File: src/rtl/imem_loader_if.sv
// imem_loader_if: the loader's byte-stream input and its instruction-memory write bus.
//   s_valid/s_data/s_ready : byte stream into the loader (valid/ready handshake)
//   mem_we/mem_addr/mem_wdata : byte write port toward instruction memory
// The slave modport is the loader's view; the master modport is the
// producer/observer side (stream source, memory).
interface imem_loader_if #(
  parameter int ADDR_W = 8
);
  logic              s_valid;
  logic [7:0]        s_data;
  logic              s_ready;
  logic              mem_we;
  logic [ADDR_W-1:0] mem_addr;
  logic [7:0]        mem_wdata;

  modport slave  (input  s_valid, s_data, output s_ready, mem_we, mem_addr, mem_wdata);
  modport master (output s_valid, s_data, input  s_ready, mem_we, mem_addr, mem_wdata);
endinterface

File: src/rtl/imem_loader.sv
// imem_loader: byte-stream program loader writing the byte-wide instruction memory.
// Frame = COUNT byte N, 4*N data bytes (stored little-endian from addr 0),
// then a CHK byte equal to the 8-bit sum of the data bytes. The CPU is held
// until a frame completes with a good checksum.
// Ports:
//   clk, rst_n       : clock, synchronous active-low reset
//   start_i          : pulse, begin a new frame (honoured in IDLE/DONE/ERR)
//   bus (slave)      : byte stream in, memory write port out
//   cpu_hold_o       : 1 = CPU must not fetch
//   done_o / err_o   : last frame accepted / rejected
//   words_loaded_o   : word count of the last accepted frame
module imem_loader #(
  parameter int ADDR_W    = 8,
  parameter int MAX_WORDS = 32
) (
  input  logic            clk,
  input  logic            rst_n,
  input  logic            start_i,
  imem_loader_if.slave    bus,
  output logic            cpu_hold_o,
  output logic            done_o,
  output logic            err_o,
  output logic [5:0]      words_loaded_o
);
  localparam int BL_W = $clog2(4*MAX_WORDS+1);

  typedef enum logic [2:0] {S_IDLE, S_COUNT, S_DATA, S_CHECK, S_DONE, S_ERR} state_e;

  state_e            state_q, state_d;
  logic              s_ready_q, mem_we_q, cpu_hold_q, done_q, err_q;
  logic [ADDR_W-1:0] mem_addr_q, addr_q;
  logic [7:0]        mem_wdata_q, sum_q;
  logic [BL_W-1:0]   bytes_left_q;
  logic [5:0]        n_q, words_loaded_q;
  logic              accept;

  assign accept = bus.s_valid & s_ready_q;

  always_comb begin
    state_d = state_q;
    unique case (state_q)
      S_IDLE, S_DONE, S_ERR: if (start_i) state_d = S_COUNT;
      S_COUNT: if (accept) begin
        if (bus.s_data == 8'd0 || int'(bus.s_data) > MAX_WORDS) state_d = S_ERR;
        else                                                    state_d = S_DATA;
      end
      S_DATA:  if (accept && bytes_left_q == BL_W'(1)) state_d = S_CHECK;
      S_CHECK: if (accept) state_d = (bus.s_data == sum_q) ? S_DONE : S_ERR;
      default: state_d = S_IDLE;
    endcase
  end

  // Outputs are registered from the next state so they line up with state_q.
  always_ff @(posedge clk) begin
    if (!rst_n) begin
      state_q        <= S_IDLE;
      s_ready_q      <= 1'b0;
      mem_we_q       <= 1'b0;
      mem_addr_q     <= '0;
      mem_wdata_q    <= '0;
      cpu_hold_q     <= 1'b1;
      done_q         <= 1'b0;
      err_q          <= 1'b0;
      words_loaded_q <= '0;
      sum_q          <= '0;
      addr_q         <= '0;
      bytes_left_q   <= '0;
      n_q            <= '0;
    end else begin
      state_q    <= state_d;
      s_ready_q  <= (state_d == S_COUNT) || (state_d == S_DATA) || (state_d == S_CHECK);
      cpu_hold_q <= (state_d != S_DONE);
      done_q     <= (state_d == S_DONE);
      err_q      <= (state_d == S_ERR);
      // Write port trails the accepting edge by one cycle.
      mem_we_q   <= accept && (state_q == S_DATA);

      if (accept && state_q == S_COUNT) begin
        n_q          <= bus.s_data[5:0];
        bytes_left_q <= BL_W'({bus.s_data, 2'b00});
        addr_q       <= '0;
        sum_q        <= '0;
      end

      if (accept && state_q == S_DATA) begin
        mem_addr_q   <= addr_q;
        mem_wdata_q  <= bus.s_data;
        addr_q       <= addr_q + ADDR_W'(1);
        sum_q        <= sum_q + bus.s_data;
        bytes_left_q <= bytes_left_q - BL_W'(1);
      end

      if (state_q == S_CHECK && state_d == S_DONE) words_loaded_q <= n_q;
    end
  end

  assign bus.s_ready     = s_ready_q;
  assign bus.mem_we      = mem_we_q;
  assign bus.mem_addr    = mem_addr_q;
  assign bus.mem_wdata   = mem_wdata_q;
  assign cpu_hold_o      = cpu_hold_q;
  assign done_o          = done_q;
  assign err_o           = err_q;
  assign words_loaded_o  = words_loaded_q;
endmodule

File: src/flat_wrapper.sv
// flat-port wrapper written by rule: the top's interface ports become plain ports
module imem_loader_flat 
#(
  parameter int ADDR_W    = 8,
  parameter int MAX_WORDS = 32
)
  (clk, rst_n, start_i, cpu_hold_o, done_o, err_o, words_loaded_o, bus_s_valid, bus_s_data, bus_s_ready, bus_mem_we, bus_mem_addr, bus_mem_wdata);
  imem_loader_if #(.ADDR_W(ADDR_W)) bus_i ();
  input  logic clk;
  input  logic rst_n;
  input  logic start_i;
  output logic cpu_hold_o;
  output logic done_o;
  output logic err_o;
  output logic [5:0] words_loaded_o;
  input wire logic [$bits(bus_i.s_valid)-1:0] bus_s_valid;
  input wire logic [$bits(bus_i.s_data)-1:0] bus_s_data;
  output wire logic [$bits(bus_i.s_ready)-1:0] bus_s_ready;
  output wire logic [$bits(bus_i.mem_we)-1:0] bus_mem_we;
  output wire logic [$bits(bus_i.mem_addr)-1:0] bus_mem_addr;
  output wire logic [$bits(bus_i.mem_wdata)-1:0] bus_mem_wdata;
  assign bus_i.s_valid = bus_s_valid;
  assign bus_i.s_data = bus_s_data;
  assign bus_s_ready = bus_i.s_ready;
  assign bus_mem_we = bus_i.mem_we;
  assign bus_mem_addr = bus_i.mem_addr;
  assign bus_mem_wdata = bus_i.mem_wdata;
  imem_loader #(.ADDR_W(ADDR_W), .MAX_WORDS(MAX_WORDS)) u_core (.clk(clk), .rst_n(rst_n), .start_i(start_i), .bus(bus_i), .cpu_hold_o(cpu_hold_o), .done_o(done_o), .err_o(err_o), .words_loaded_o(words_loaded_o));
endmodule
File: config.mk
export PLATFORM = sky130hd
export DESIGN_NAME = imem_loader_flat
export DESIGN_NICKNAME = d
export VERILOG_FILES = /design/src/rtl/imem_loader_if.sv /design/src/rtl/imem_loader.sv /design/src/flat_wrapper.sv
export SDC_FILE = /design/constraint.sdc
export NUM_CORES = 1
export LEC_CHECK = 0
export CAP_MARGIN = 20
export CORE_ASPECT_RATIO = 2
export CORE_MARGIN = 3
export CORE_UTILIZATION = 45
export DETAILED_ROUTE_END_ITERATION = 10
export PLACE_DENSITY = 0.68
export SYNTH_ARGS = -nofsm -noshare
export SYNTH_HDL_FRONTEND = slang
export SYNTH_SLANG_ARGS = --single-unit
export TNS_END_PERCENT = 100
File: constraint.sdc
create_clock -name clk -period 2.4 [get_ports clk]
set_clock_uncertainty 0.05 [all_clocks]
set_input_delay 0.48 -clock clk [delete_from_list [all_inputs] [get_ports clk]]
set_output_delay 0.48 -clock clk [all_outputs]
set_load 0.02 [all_outputs]
# After elaboration in Yosys (flattened, before gate mapping)
# Index checks and enable logic that the tools add are counted.
[totals]
register_bits = 60
word_cells = 54
[op_classes]
add_sub_neg = 3
magnitude_cmp = 1
eq_ne = 13
mux = 12
bitwise_logic = 1
reduce_logical = 11
[op_table]
columns = ["operator", "n"]
rows = [
  ["8-bit 2-to-1 mux", 5],
  ["3-bit 2-to-1 mux", 5],
  ["3-bit by 2-bit == test with 1-bit output (second input constant)", 4],
  ["3-bit == test (second input constant)", 4],
  ["3-bit case mux with 4 select lines", 1],
  ["8-bit by 1-bit adder with 8-bit output (second input constant)", 1],
  ["8-bit adder", 1],
  ["8-bit by 1-bit == test with 1-bit output (second input constant)", 1],
  ["8-bit == test", 1],
  ["8-bit by 6-bit > comparator with 1-bit output (second input constant)", 1],
  ["8-bit zero test", 1],
  ["8-bit by 1-bit subtractor with 8-bit output (second input constant)", 1],
  ["3-bit by 1-bit == test with 1-bit output (second input constant)", 2],
  ["1-bit logical AND", 4],
  ["3-bit zero test", 1],
  ["1-bit logical OR", 3],
  ["3-bit inequality test (second input constant)", 1],
  ["3-bit OR reduction", 1],
  ["2-bit nonzero test", 1],
  ["1-bit bitwise AND", 1],
  ["1-bit 2-to-1 mux", 1],
]

# Depth between registers and ports, before layout
[logic_depth]
ltp_word = 8
ltp_mapped = 7

# Worst setup path after synthesis
# Ideal clock, no wire load.
[synth_timing]
path_type = "input-to-reg"
from = "input port bus_s_data[3]"
to = "register u_core.done_q, in the netlist u_core.done_o"
setup_time_ns = 0.065
arrival_time_ns = 2.090
required_time_ns = 2.285
slack_ns = 0.194
stages = 6
path_buffers = 0
path_cell_list = "ha_1 nor4_2 nand3_1 a221o_1 a2111oi_4 nor2b_1"
[synth_via]
elab_chain_len = 6
[synth_lines]
columns = ["item", "line", "text"]
rows = [
  ["start: declaration", "flat_wrapper.sv:17", "input wire logic [$bits(bus_i.s_data)-1:0] bus_s_data;"],
  ["8-bit by 6-bit > comparator with 1-bit output / 8-bit zero test (equally long branches)", "imem_loader.sv:44", "if (bus.s_data == 8'd0 || int'(bus.s_data) > MAX_WORDS) state_d = S_ERR;"],
  ["1-bit logical OR", "imem_loader.sv:44", ""],
  ["3-bit 2-to-1 mux", "imem_loader.sv:44", ""],
  ["3-bit 2-to-1 mux", "imem_loader.sv:43", "S_COUNT: if (accept) begin"],
  ["3-bit case mux with 4 select lines (*)", "imem_loader.sv:41", "unique case (state_q)"],
  ["3-bit == test (*)", "imem_loader.sv:73", "done_q <= (state_d == S_DONE);"],
  ["end signal: assignment", "imem_loader.sv:73", ""],
  ["end: declaration", "imem_loader.sv:30", "logic s_ready_q, mem_we_q, cpu_hold_q, done_q, err_q;"],
]
# Every way passes the cells marked *; elsewhere a longest branch is shown, timed or not.
# A chain may end at the register's enable or synchronous reset.

# Worst setup path in the final report
[layout_timing]
from = "input port bus_s_data[3]"
to = "register u_core.cpu_hold_q, in the netlist u_core.cpu_hold_o"
[layout_via]
elab_chain_len = 6
[layout_lines]
columns = ["item", "line", "text"]
rows = [
  ["8-bit by 6-bit > comparator with 1-bit output / 8-bit zero test (equally long branches)", "imem_loader.sv:44", ""],
  ["1-bit logical OR", "imem_loader.sv:44", ""],
  ["3-bit 2-to-1 mux", "imem_loader.sv:44", ""],
  ["3-bit 2-to-1 mux", "imem_loader.sv:43", ""],
  ["3-bit case mux with 4 select lines (*)", "imem_loader.sv:41", ""],
  ["3-bit inequality test (*)", "imem_loader.sv:72", "cpu_hold_q <= (state_d != S_DONE);"],
  ["end signal: assignment", "imem_loader.sv:72", ""],
  ["end: declaration", "imem_loader.sv:30", ""],
]
# Marked as above.

==> impl_metrics.ini <==
[cells_and_area]
num-nets-final = 417
drive_above_1_share_pct = 16.54
postLayoutCoreUtil_pct = 65.44
fin_cells = 460
final_common_cell = dfxtp_1
area_growth_pct = 37.55
antenna_cells = 0
fillCellCount = 520
final_cell_mix = dfxtp_1 (60), nand2_1 (55), clkdlybuf4s50_1 (38)

[synthesis]
ys_async_sr_fraction_pct = 0
yosysTopAreaCell = dfxtp_1
yosysUniqueCellTypes = 58
ys_warn_count = 0
synth_top_area_share_pct = 43.48
synth-seq-area-share_pct = 43.48
synth_ff_type = dfxtp_1
synthSimpleGateAreaFrac_pct = 25.45
avgSynthCellArea_um2 = 8.527
netlist_area_um2 = 2763
synth.net_count = 347
synthMuxAreaShare_pct = 2.582
synth_top_family_by_area = simple AND/OR/NAND/NOR gates
synth_area_leaders = dfxtp_1 (43%), nand2_1 (7.5%), a21oi_1 (6.3%), ha_1 (4.5%), nor2_1 (3.4%)
synth_xor_area_share_pct = 0.6341
synthAdderAreaFrac_pct = 5.254
synth_edf_count = 0
syn_inst = 324
ys_ff_latch = 60
synth_compound_area_share_pct = 18.98

[sta]
grt_setup_unrepaired = yes
fmax_mhz = 430.0
tightest_slew_ps = 388.0
drv_slew = 0
timing.final.setup_violations = 0
hold_violations = 0
slew_headroom_pct = 74.04
period_needed_ps = 2326
post-route-period-util_pct = 96.90

[global_routing]
use_met1_pct = 24.04
grt_pass1_wl_um = 12310
track_usage_pct = 23.37
antenna_found_initial = 0
first_global_vias = 2664
gr-usage-met3_pct = 6.915
met2_usage_pct = 40.17
gr-max-usage-layer = met2
grt_max_degree = 43
gr-total-overflow = 0

[floorplanning]
top_level_ports = 39
die_y_um = 116.8
core_region_area_um2 = 5807
start_util_pct = 47.58
fp.dieW_um = 61.41
rows = 39
dieArea_um2 = 7173

[routing]
wirelength_um = 7318
first_iter_violations = 150
wl_per_cell_um = 15.91
ant_nets = 0
via_count = 2606
drt_first_pass_iters = 4
vias_per_cell = 5.665
drc = 0

[clock_network]
worstSkewPairLatency_ps = 330
cts_sinks = 60
clkTransAtPathRegs_ps = 50
cts_tree = yes
cts_buffers = 9
cts_max_level = 3
clock-root-buffer = clkbuf_16
cts.path.max_buffers = 2

[placed_design]
dp_hpwl_um = 5317
port_buffers = 38
gp_congestion = 0.8715
dp.cells = 444

[power_and_ir_drop]
ir_drop_v = 0.0004779
power_density_nw_per_um2 = 651.9
leakage_nw = 1.437

[critical_path]
worst-path-max-fanout = 4
start_kind = primary input
arrival_ps = 2480
crit_path_end_kind = flop
crit_type = primary input to flop
required_ps = 2560

[min_path]
min_path_type = flop to flop

[outcome]
status = finished clean

[run]
drv_cap = 0
[cell families (layout without fill, tap and decap cells)]
group / count (synthesis) / in the layout
AOI/OAI and AO/OA: 80 / 80
xor gates and xnor gates: 2 / 2
adders and majority gates: 11 / 11
buffers and inverters: 21 / 96
DFF: 60 / 60
muxes: 7 / 7
and+or+nand+nor: 143 / 143
[final timing paths]
kind                                         from                                    to  slack [ps]  cells after the start
max reg2reg          u_core.sum_q[1]$_SDFFE_PN0P_               u_core.err_o$_SDFF_PN0_         390                      6
min          u_core.bus.mem_wdata[4]$_SDFFE_PN0P_  u_core.bus.mem_wdata[4]$_SDFFE_PN0P_         400                      2
min reg2reg  u_core.bus.mem_wdata[4]$_SDFFE_PN0P_  u_core.bus.mem_wdata[4]$_SDFFE_PN0P_         400                      2
max                                 bus_s_data[3]          u_core.cpu_hold_o$_SDFF_PN1_          70                      7
[critical path: stages]
cell,delay [ps]
clkdlybuf4s50_1,470
buf_4,180
or4_1,480
or3_1,380
a31oi_4,230
o21ai_2,100
nand2b_1,160
[routing by layer]
layer / wire length (µm) / vias up
met5: 0 / -
met4: 357 / 0
met3: 287 / 28
met2: 3900 / 64
met1: 2773 / 1217
li1: - / 1297
[Yosys cell counts, drive strengths merged (6+ instances only)]
cell / instances
or3: 6
a21oi: 35
buf: 7
nor3: 6
nor2: 26
nand2: 55
clkbuf: 10
nand4: 7
mux2i: 6
ha: 10
o21ai: 12
nand3: 14
dfxtp: 60
a31oi: 6
[power by group]
group	leakage [nW]	switching [W]	internal [W]
registers	0.484	0.00000880	0.00101
logic	0.803	0.0000817	0.0000732
clock network	0.150	0.000445	0.000862
total	1.44	0.000536	0.00194
[per-stage QoR]
stage	setup slack, ps	setup TNS (ps)	hold slack (ps)	cell area [µm²]	power [W]
final	74.41	0	400.5	3800	0.002477
after global routing	-49.02	-106.1	421.8	3800	0.002570
after global placement	-413.6	-3378	391.7	3457	0.001185
after CTS	2.195	0	404.7	3786	0.002501
after detailed placement	-409.6	-3538	397.6	3457	0.001188
after floorplan	194.5	0	386.0	2763	0.001110
[area by class of cell]
class | instances | area (µm²) | area share, %
clock buffer | 13 | 260.3 | 6.849
multi-input combinational | 243 | 1500 | 39.48
inverter | 4 | 15.01 | 0.3951
tap | 61 | 76.32 | 2.009
clock inverter | 3 | 43.79 | 1.152
timing repair buffer | 76 | 703.2 | 18.51
sequential | 60 | 1201 | 31.61
[sequential cells by signal, summed over array words and instances, names as in the netlist, 3 cells and up]
signal,flops
u_core.addr_q,8
u_core.bus.mem_addr,8
u_core.bus.mem_wdata,8
u_core.bytes_left_q,8
u_core.n_q,6
u_core.state_q,3
u_core.sum_q,8
u_core.words_loaded_o,6
[repair_timing]
action	4_1_cts	5_1_grt
setup buffers	0	0
resized for setup	2	3
hold buffers	0	0
endpoints found under the setup margin	3	6
pin swaps	2	1
Note: power is estimated with default switching activity, not from simulation.
==> RTL change: new RTL, config.mk and constraints unchanged <==
`ADDR_W` is set to 8 in 3 places; all go to 7.
--- a/src/rtl/imem_loader_if.sv
+++ b/src/rtl/imem_loader_if.sv
@@ -5,5 +5,5 @@
 // producer/observer side (stream source, memory).
 interface imem_loader_if #(
-  parameter int ADDR_W = 8
+  parameter int ADDR_W = 7
 );
   logic              s_valid;
--- a/src/rtl/imem_loader.sv
+++ b/src/rtl/imem_loader.sv
@@ -11,5 +11,5 @@
 //   words_loaded_o   : word count of the last accepted frame
 module imem_loader #(
-  parameter int ADDR_W    = 8,
+  parameter int ADDR_W    = 7,
   parameter int MAX_WORDS = 32
 ) (
--- a/src/flat_wrapper.sv
+++ b/src/flat_wrapper.sv
@@ -2,5 +2,5 @@
 module imem_loader_flat 
 #(
-  parameter int ADDR_W    = 8,
+  parameter int ADDR_W    = 7,
   parameter int MAX_WORDS = 32
 )
Interface: changed (resized bus_mem_addr); port bits go from 39 to 38. The function was not compared with the original's and may differ.
==> RTL change against the unedited design <==
Synthesized area fell by 2.5%. Wire length fell by 7.1%. Die area fell by 2.4%. Worst setup slack improved by 0.015 ns. Sequential cell count fell by 2. Maximum frequency rose by 0.65%. First-iteration DRC count fell by 21%. Register-to-register slack got worse by 0.04 ns. Total power fell by 5.4%. Critical path depth rose by 2. Cell area fell by 3.6%. Count of clock-buffer cells in the layout fell by 3.
==> RTL change: results (changes against the unedited design) <==
status -> complete, no violations (unchanged)
post-synthesis mux area share -> 2.97% (was 2.58%)
Placer Congestion -> 0.848 (was 0.872)
unique cell type count in the Yosys netlist -> 49 (was 58)
Pint -> 1.84 mW (was 1.94 mW)
# fillers -> 512 (was 520)
Synth Area in Compound Gates -> 16.1% (was 19.0%)
Finished Layout Cells -> 451 (was 460)
layout cell share with drive strength beyond 1 -> 15.9% (was 16.5%)
Post-layout nets -> 408 (was 417)
GRT Total Usage -> 21.3% (was 23.4%)
clock power share -> 51.9% (was 52.8%)
post-synthesis sequential area ratio -> 43.1% (was 43.5%)
wire length on met3 -> 231 um (was 287 um)
Routed Wire Length -> 6800 um (was 7320 um)
pre-CTS setup slack -> -0.375 ns (was -0.410 ns)
global-route wire length before repair -> 11100 um (was 12300 um)
LEAKAGE -> 1.45 nW (was 1.44 nW)
slowest cell delay on critical path -> 0.45 ns (was 0.48 ns)
worst relative slew slack -> 56.8% (was 74.0%)
R2R cell count -> 7 (was 6)
CP delay by family, top -> compound AO/OA/AOI/OAI gates (was simple AND/OR/NAND/NOR gates)
Critical Path Start -> bus_s_data[0] (was bus_s_data[3])
port buffer count -> 37 (was 38)
reg2reg end -> u_core.addr_q[3] (was u_core.err_o)
minimum clock period -> 2.31 ns (was 2.33 ns)
dpl cells -> 435 (was 444)
Post-DP Area -> 3280 sq um (was 3460 sq um)
Syn Inst Count -> 326 (was 324)
## RTL change: cell types whose count changed in the layout (fill, tap and decap cells not counted), moves of 6 or more
cell,change
a21boi_0,+12
a21oi_1,-12
buf_4,-7
o21ai_0,+7
and2_1,+6
## RTL change: cell type report
class / count / area (sq um) / area share, %
Timing Repair Buffer: 66 / 611 / 16.7
Multi-Input combinational cell: 244 / 1510 / 41.1
Sequential cell: 58 / 1160 / 31.7
Clock buffer: 10 / 229 / 6.25
Clock inverter: 6 / 57.6 / 1.57
Inverter: 6 / 22.5 / 0.615
Tap cell: 61 / 76.3 / 2.08
## RTL change: layer usage
metal | vias up | global-route usage, %
met5 | - | 0
met4 | 0 | 10.1
met3 | 17 | 5.84
met2 | 55 | 37.0
met1 | 1170 | 23.0
li1 | 1248 | -
